**src/rtl/processing_unit_mc.sv**
```systemverilog
// Multi-cycle processing unit: register file, operand muxing, extended ALU with
// shift-add multiply, registered result, condition codes and register write-back.
//
// state | meaning
// IDLE  | no result pending, ready to accept an op
// EXEC  | o_ToBus holds a fresh result (o_valid high), ready to accept another op
// MUL   | shift-add multiply in progress, not ready
module processing_unit_mc #(
    parameter int DATA_W     = 16,
    parameter int REG_ADDR_W = 3,
    parameter int IMM_W      = 5,
    parameter int MUL_EN     = 1
) (
    input  logic                  i_CLK,
    input  logic                  i_Reset,
    input  logic                  i_valid,
    output logic                  o_ready,
    input  logic [2:0]            i_ALUK,
    input  logic [REG_ADDR_W-1:0] i_SR1_Addr,
    input  logic [REG_ADDR_W-1:0] i_SR2_Addr,
    input  logic                  i_Imm_Sel,
    input  logic [IMM_W-1:0]      i_Imm,
    input  logic [REG_ADDR_W-1:0] i_DR_Addr,
    input  logic                  i_WB,
    input  logic                  i_LD_REG,
    input  logic [REG_ADDR_W-1:0] i_LD_Addr,
    input  logic [DATA_W-1:0]     i_bus,
    output logic [DATA_W-1:0]     o_SR1_Out,
    output logic                  o_valid,
    output logic [DATA_W-1:0]     o_ToBus,
    output logic [2:0]            o_NZP
);
    localparam int NUM_REGS = 2**REG_ADDR_W;
    localparam int SH_W     = $clog2(DATA_W);
    localparam int CNT_W    = $clog2(DATA_W) + 1;
    localparam bit MUL_ON   = (MUL_EN != 0);

    typedef enum logic [1:0] {IDLE, EXEC, MUL} state_t;

    state_t                  state_q, state_d;
    logic [DATA_W-1:0]       regs_q [NUM_REGS];
    logic [DATA_W-1:0]       regs_d [NUM_REGS];
    logic [DATA_W-1:0]       result_q, result_d;
    logic [2:0]              nzp_q, nzp_d;
    logic [DATA_W-1:0]       mcand_q, mcand_d;
    logic [DATA_W-1:0]       mplier_q, mplier_d;
    logic [DATA_W-1:0]       acc_q, acc_d;
    logic [CNT_W-1:0]        cnt_q, cnt_d;
    logic [REG_ADDR_W-1:0]   dr_q, dr_d;
    logic                    wb_q, wb_d;

    logic                    accept;
    logic                    is_mul;
    logic [DATA_W-1:0]       op_a, op_b, alu_res, mul_step, res_val;
    logic [SH_W-1:0]         sh;
    logic                    res_we, publish;
    logic [REG_ADDR_W-1:0]   res_addr;

    assign o_ready   = (state_q != MUL);
    assign o_valid   = (state_q == EXEC);
    assign o_ToBus   = result_q;
    assign o_NZP     = nzp_q;
    assign o_SR1_Out = regs_q[i_SR1_Addr];

    assign accept = i_valid && o_ready;
    assign is_mul = MUL_ON && (i_ALUK == 3'b111);
    assign op_a   = regs_q[i_SR1_Addr];
    assign op_b   = i_Imm_Sel ? {{(DATA_W-IMM_W){i_Imm[IMM_W-1]}}, i_Imm} : regs_q[i_SR2_Addr];
    assign sh     = op_b[SH_W-1:0];
    assign mul_step = acc_q + (mplier_q[0] ? mcand_q : '0);

    always_comb begin
        alu_res = '0;
        case (i_ALUK)
            3'b000:  alu_res = op_a + op_b;
            3'b001:  alu_res = op_a & op_b;
            3'b010:  alu_res = ~op_a;
            3'b011:  alu_res = op_a;
            3'b100:  alu_res = op_a << sh;
            3'b101:  alu_res = op_a >> sh;
            3'b110:  alu_res = DATA_W'($signed(op_a) >>> sh);
            default: alu_res = '0;  // MUL with the multiplier disabled
        endcase
    end

    always_comb begin
        state_d  = state_q;
        result_d = result_q;
        nzp_d    = nzp_q;
        mcand_d  = mcand_q;
        mplier_d = mplier_q;
        acc_d    = acc_q;
        cnt_d    = cnt_q;
        dr_d     = dr_q;
        wb_d     = wb_q;
        res_we   = 1'b0;
        publish  = 1'b0;
        res_addr = i_DR_Addr;
        res_val  = alu_res;
        case (state_q)
            IDLE, EXEC: begin
                state_d = IDLE;
                if (accept) begin
                    if (is_mul) begin
                        state_d  = MUL;
                        mcand_d  = op_a;
                        mplier_d = op_b;
                        acc_d    = '0;
                        cnt_d    = CNT_W'(DATA_W);
                        dr_d     = i_DR_Addr;
                        wb_d     = i_WB;
                    end else begin
                        state_d = EXEC;
                        publish = 1'b1;
                        res_we  = i_WB;
                    end
                end
            end
            MUL: begin
                acc_d    = mul_step;
                mcand_d  = mcand_q << 1;
                mplier_d = mplier_q >> 1;
                cnt_d    = cnt_q - CNT_W'(1);
                if (cnt_q == CNT_W'(1)) begin
                    state_d  = EXEC;
                    publish  = 1'b1;
                    res_val  = mul_step;
                    res_we   = wb_q;
                    res_addr = dr_q;
                end
            end
            default: state_d = IDLE;
        endcase
        if (publish) begin
            result_d = res_val;
            nzp_d    = {res_val[DATA_W-1], res_val == '0, !res_val[DATA_W-1] && (res_val != '0)};
        end
    end

    // Bus load is applied last so it wins over a result write to the same register.
    always_comb begin
        regs_d = regs_q;
        if (res_we) regs_d[res_addr] = res_val;
        if (i_LD_REG) regs_d[i_LD_Addr] = i_bus;
    end

    always_ff @(posedge i_CLK or negedge i_Reset) begin
        if (!i_Reset) begin
            state_q  <= IDLE;
            result_q <= '0;
            nzp_q    <= 3'b010;
            mcand_q  <= '0;
            mplier_q <= '0;
            acc_q    <= '0;
            cnt_q    <= '0;
            dr_q     <= '0;
            wb_q     <= 1'b0;
            for (int i = 0; i < NUM_REGS; i++) regs_q[i] <= '0;
        end else begin
            state_q  <= state_d;
            result_q <= result_d;
            nzp_q    <= nzp_d;
            mcand_q  <= mcand_d;
            mplier_q <= mplier_d;
            acc_q    <= acc_d;
            cnt_q    <= cnt_d;
            dr_q     <= dr_d;
            wb_q     <= wb_d;
            for (int i = 0; i < NUM_REGS; i++) regs_q[i] <= regs_d[i];
        end
    end
endmodule

```
**config.mk**
```make
export PLATFORM = sky130hd
export DESIGN_NAME = processing_unit_mc
export DESIGN_NICKNAME = d
export VERILOG_FILES = /design/src/rtl/processing_unit_mc.sv
export SDC_FILE = /design/constraint.sdc
export NUM_CORES = 1
export LEC_CHECK = 0
export ABC_AREA = 1
export CAP_MARGIN = 15
export CORE_MARGIN = 2
export CORE_UTILIZATION = 44
export CTS_BUF_LIST = sky130_fd_sc_hd__clkbuf_16
export CTS_CLUSTER_DIAMETER = 200
export CTS_CLUSTER_SIZE = 28
export DETAILED_ROUTE_END_ITERATION = 16
export SLEW_MARGIN = 20
export SYNTH_ARGS = -nofsm -noshare
export SYNTH_HDL_FRONTEND = slang
export SYNTH_SLANG_ARGS = --single-unit
```
**constraint.sdc**
```tcl
create_clock -name i_CLK -period 2.81 [get_ports i_CLK]
set_clock_uncertainty 0.1 [all_clocks]
set_input_delay 0.281 -clock i_CLK [delete_from_list [all_inputs] [get_ports i_CLK]]
set_output_delay 0.281 -clock i_CLK [all_outputs]
set_load 0.1 [all_outputs]
```
==> reports/qor.txt <==
Outcome: complete, but fails checks
Failing checks: negative setup slack
Maximum clock frequency: 321 MHz
Worst path max stage delay: 0.41 ns
Yosys warns: 0
Die area: 36800 um2
# fillers: 3033
Post-Syn Instances: 2290
Dominant synthesized flop cell: dfrtp_1
R2r worst-path depth: 25
Tcrit/Tclk final: 1.11
Number of remaining DRC errors: 0
Die X: 192 um
Crit-path slowest cell: dfrtp_1
Rows: 68
Worst path bufs/invs: 3
WP data arrival: 3.41 ns
Setup WS post-layout: -0.304 ns
Routed len/inst: 20.9 um
Register area: 5130 um2
First-pass GRT wire length: 99600 um
RSZ-0062 raised after global routing: yes
Reg clk slew, reported paths: 0.12 ns
Top cell family by delay on the critical path: simple AND/OR/NAND/NOR gates
Root buffer cell: clkbuf_16
Syn-to-layout area delta: 47.4%
Layout cells sized above 1: 0.364
HPWL Detailed: 50100 um
Chip height: 192 um
N_diodes: 0
Cell depth of the worst setup path: 25
Largest net degree at the start of global routing: 70
Average vias per placed instance: 5.81
Max Cap Viol: 0
RR Startpoint: regs_q[104]
Final Wtd Congestion: 1.03
1st-iter DRT viols: 1747
Router iterations before antenna repair: 5
Required time worst endpoint: 3.11 ns
Largest fanout on the critical path: 4
Core footprint: 34600 um2
Nets: 2795
Total number of vias: 18434
CTS Buf Count: 11
Initial Util: 0.448
EDFF count, synth: 0
Final TNS setup: -17.62 ns
CTS tree: done
Min Tclk post-route: 3.11 ns
Top-level I/O count: 79
Final hold slack: 0.205 ns
Grt total ovfl: 0
Worst skew pair latency: 0.50 ns
Relative slew slack: 0.470
Port buffer count: 78
Critical path class: reg2reg
Antenna violations before repair: 0
Synthesized area: 15500 um2
CP dominant cell by count: nand2_1
Leakage: 10.9 nW
Synth cell types: 48
Least-Margin Pin Slew: 0.791 ns
Max clock buf depth: 3
Max VDD drop: 0.000555 V
Capture point of the worst reg-to-reg path: o_NZP[0]
CP startpoint kind: flip-flop
Fin cells: 3175
Final Hold Fails: 0
Net Count, Synth: 2367
Min-Delay Path Class: in2async
Post-Route Utilization: 0.660
Tot GR Track Use: 0.351
Total Wirelength: 66300 um
Area of the multi-input gates: 10800 um2
Ys async rst share: 1.00
Antenna violation net count after detailed routing: 0
Sequential share of the synthesized area: 0.331
Reg-to-reg slack, setup: -0.30 ns
Clk sinks: 205
DP Cell Count: 3109
Mapped Avg Cell Area: 6.77 um2
Power Density: 699 nW/um2
Slew Viols, Final: 0
Seq cells post-synth: 205
Number of global-route vias before repair: 17447
# H-tree levels: 1
Crit end category: flip-flop
Endpoints failing setup: 128
## per-layer routing
layer	share of wire	GRT usage	vias up
li1	-	-	8638
met1	0.42	0.474	8817
met2	0.46	0.563	826
met3	0.071	0.0521	153
met4	0.047	0.144	0
met5	0	0	-
## cells in the mapped netlist (all sizes together) (21+ instances only)
| library cell | n | area share |
|---|---|---|
| nand2 | 633 | 0.16 |
| buf | 57 | 0.025 |
| o211ai | 59 | 0.029 |
| nand3 | 257 | 0.087 |
| dfrtp | 204 | 0.33 |
| a21oi | 229 | 0.075 |
| a22oi | 130 | 0.063 |
| o221ai | 21 | 0.012 |
| o21ai | 123 | 0.040 |
| nor2 | 129 | 0.033 |
| inv | 245 | 0.059 |
| ha | 34 | 0.027 |
| clkbuf | 74 | 0.018 |
## power breakdown
part	switching (W)	internal [W]
Combinational	0.00550	0.00404
Sequential	0.000713	0.00384
Clock	0.00105	0.000827
## metrics by stage
| step | total power [W] | setup slack (ns) | area [um2] |
|---|---|---|---|
| final | 0.0160 | -0.304 | 22900 |
| after global routing | 0.0168 | -0.501 | 22900 |
| after CTS | 0.0150 | -0.280 | 21400 |
| after detailed placement | 0.0126 | -1.05 | 20200 |
| after global placement | 0.0125 | -0.997 | 20200 |
| after floorplan | 0.00902 | -0.580 | 15900 |
## registers in the layout (all words and copies together), names as in the netlist
| signal | count |
|---|---|
| o_NZP | 2 |
| mcand_q | 16 |
| regs_q | 128 |
| mplier_q | 16 |
| state_q | 2 |
| o_ToBus | 16 |
| wb_q | 1 |
| acc_q | 16 |
| cnt_q | 5 |
| dr_q | 3 |
## logic make-up after synthesis
group / after synthesis / synth area share
compound gates: 602 / 0.238
simple gates: 1054 / 0.291
xor+xnor: 13 / 0.00734
buf+inv: 381 / 0.103
flops: 205 / 0.331
fa+ha+maj: 35 / 0.0287
## timing repair
action	CTS	global route
setup buffers	23	30
endpoints found under the setup margin	144	146
gates cloned	2	2
gates resized for setup	186	309
endpoints found under the hold margin	62	0
hold buffers	1	0
pin swaps	71	118
## placed cells by master (no fill, tap or decap), drive strengths merged, types with 10 or more instances in the layout
master	count
a21oi	229
a22oi	130
buf	505
clkbuf	13
clkdlybuf4s50	34
clkinvlp	11
dfrtp	204
ha	34
inv	236
nand2	633
nand3	257
nor2	129
nor3	14
o211ai	59
o21ai	123
o221ai	21
xor2	10
## area by class of cell
type / instances / area share
clock inverter: 4 / 0.00235
timing repair buffer: 546 / 0.222
sequential: 205 / 0.225
multi-input combinational: 1704 / 0.471
inverter: 250 / 0.0441
tap: 455 / 0.0249
clock buffer: 11 / 0.0120
## worst max path at each step
stage | startpoint | slack [ns] | to
2_1_floorplan | i_SR1_Addr[0] | -0.58 | o_NZP[0]
3_3_place_gp | i_SR1_Addr[1] | -1.0 | regs_q[118]
3_5_place_dp | i_SR1_Addr[1] | -1.05 | regs_q[118]
4_1_cts | regs_q[104] | -0.28 | regs_q[91]
5_1_grt | regs_q[104] | -0.50 | o_NZP[0]
6_report | regs_q[104] | -0.30 | o_NZP[0]
Power figures use the tool's default switching activity.
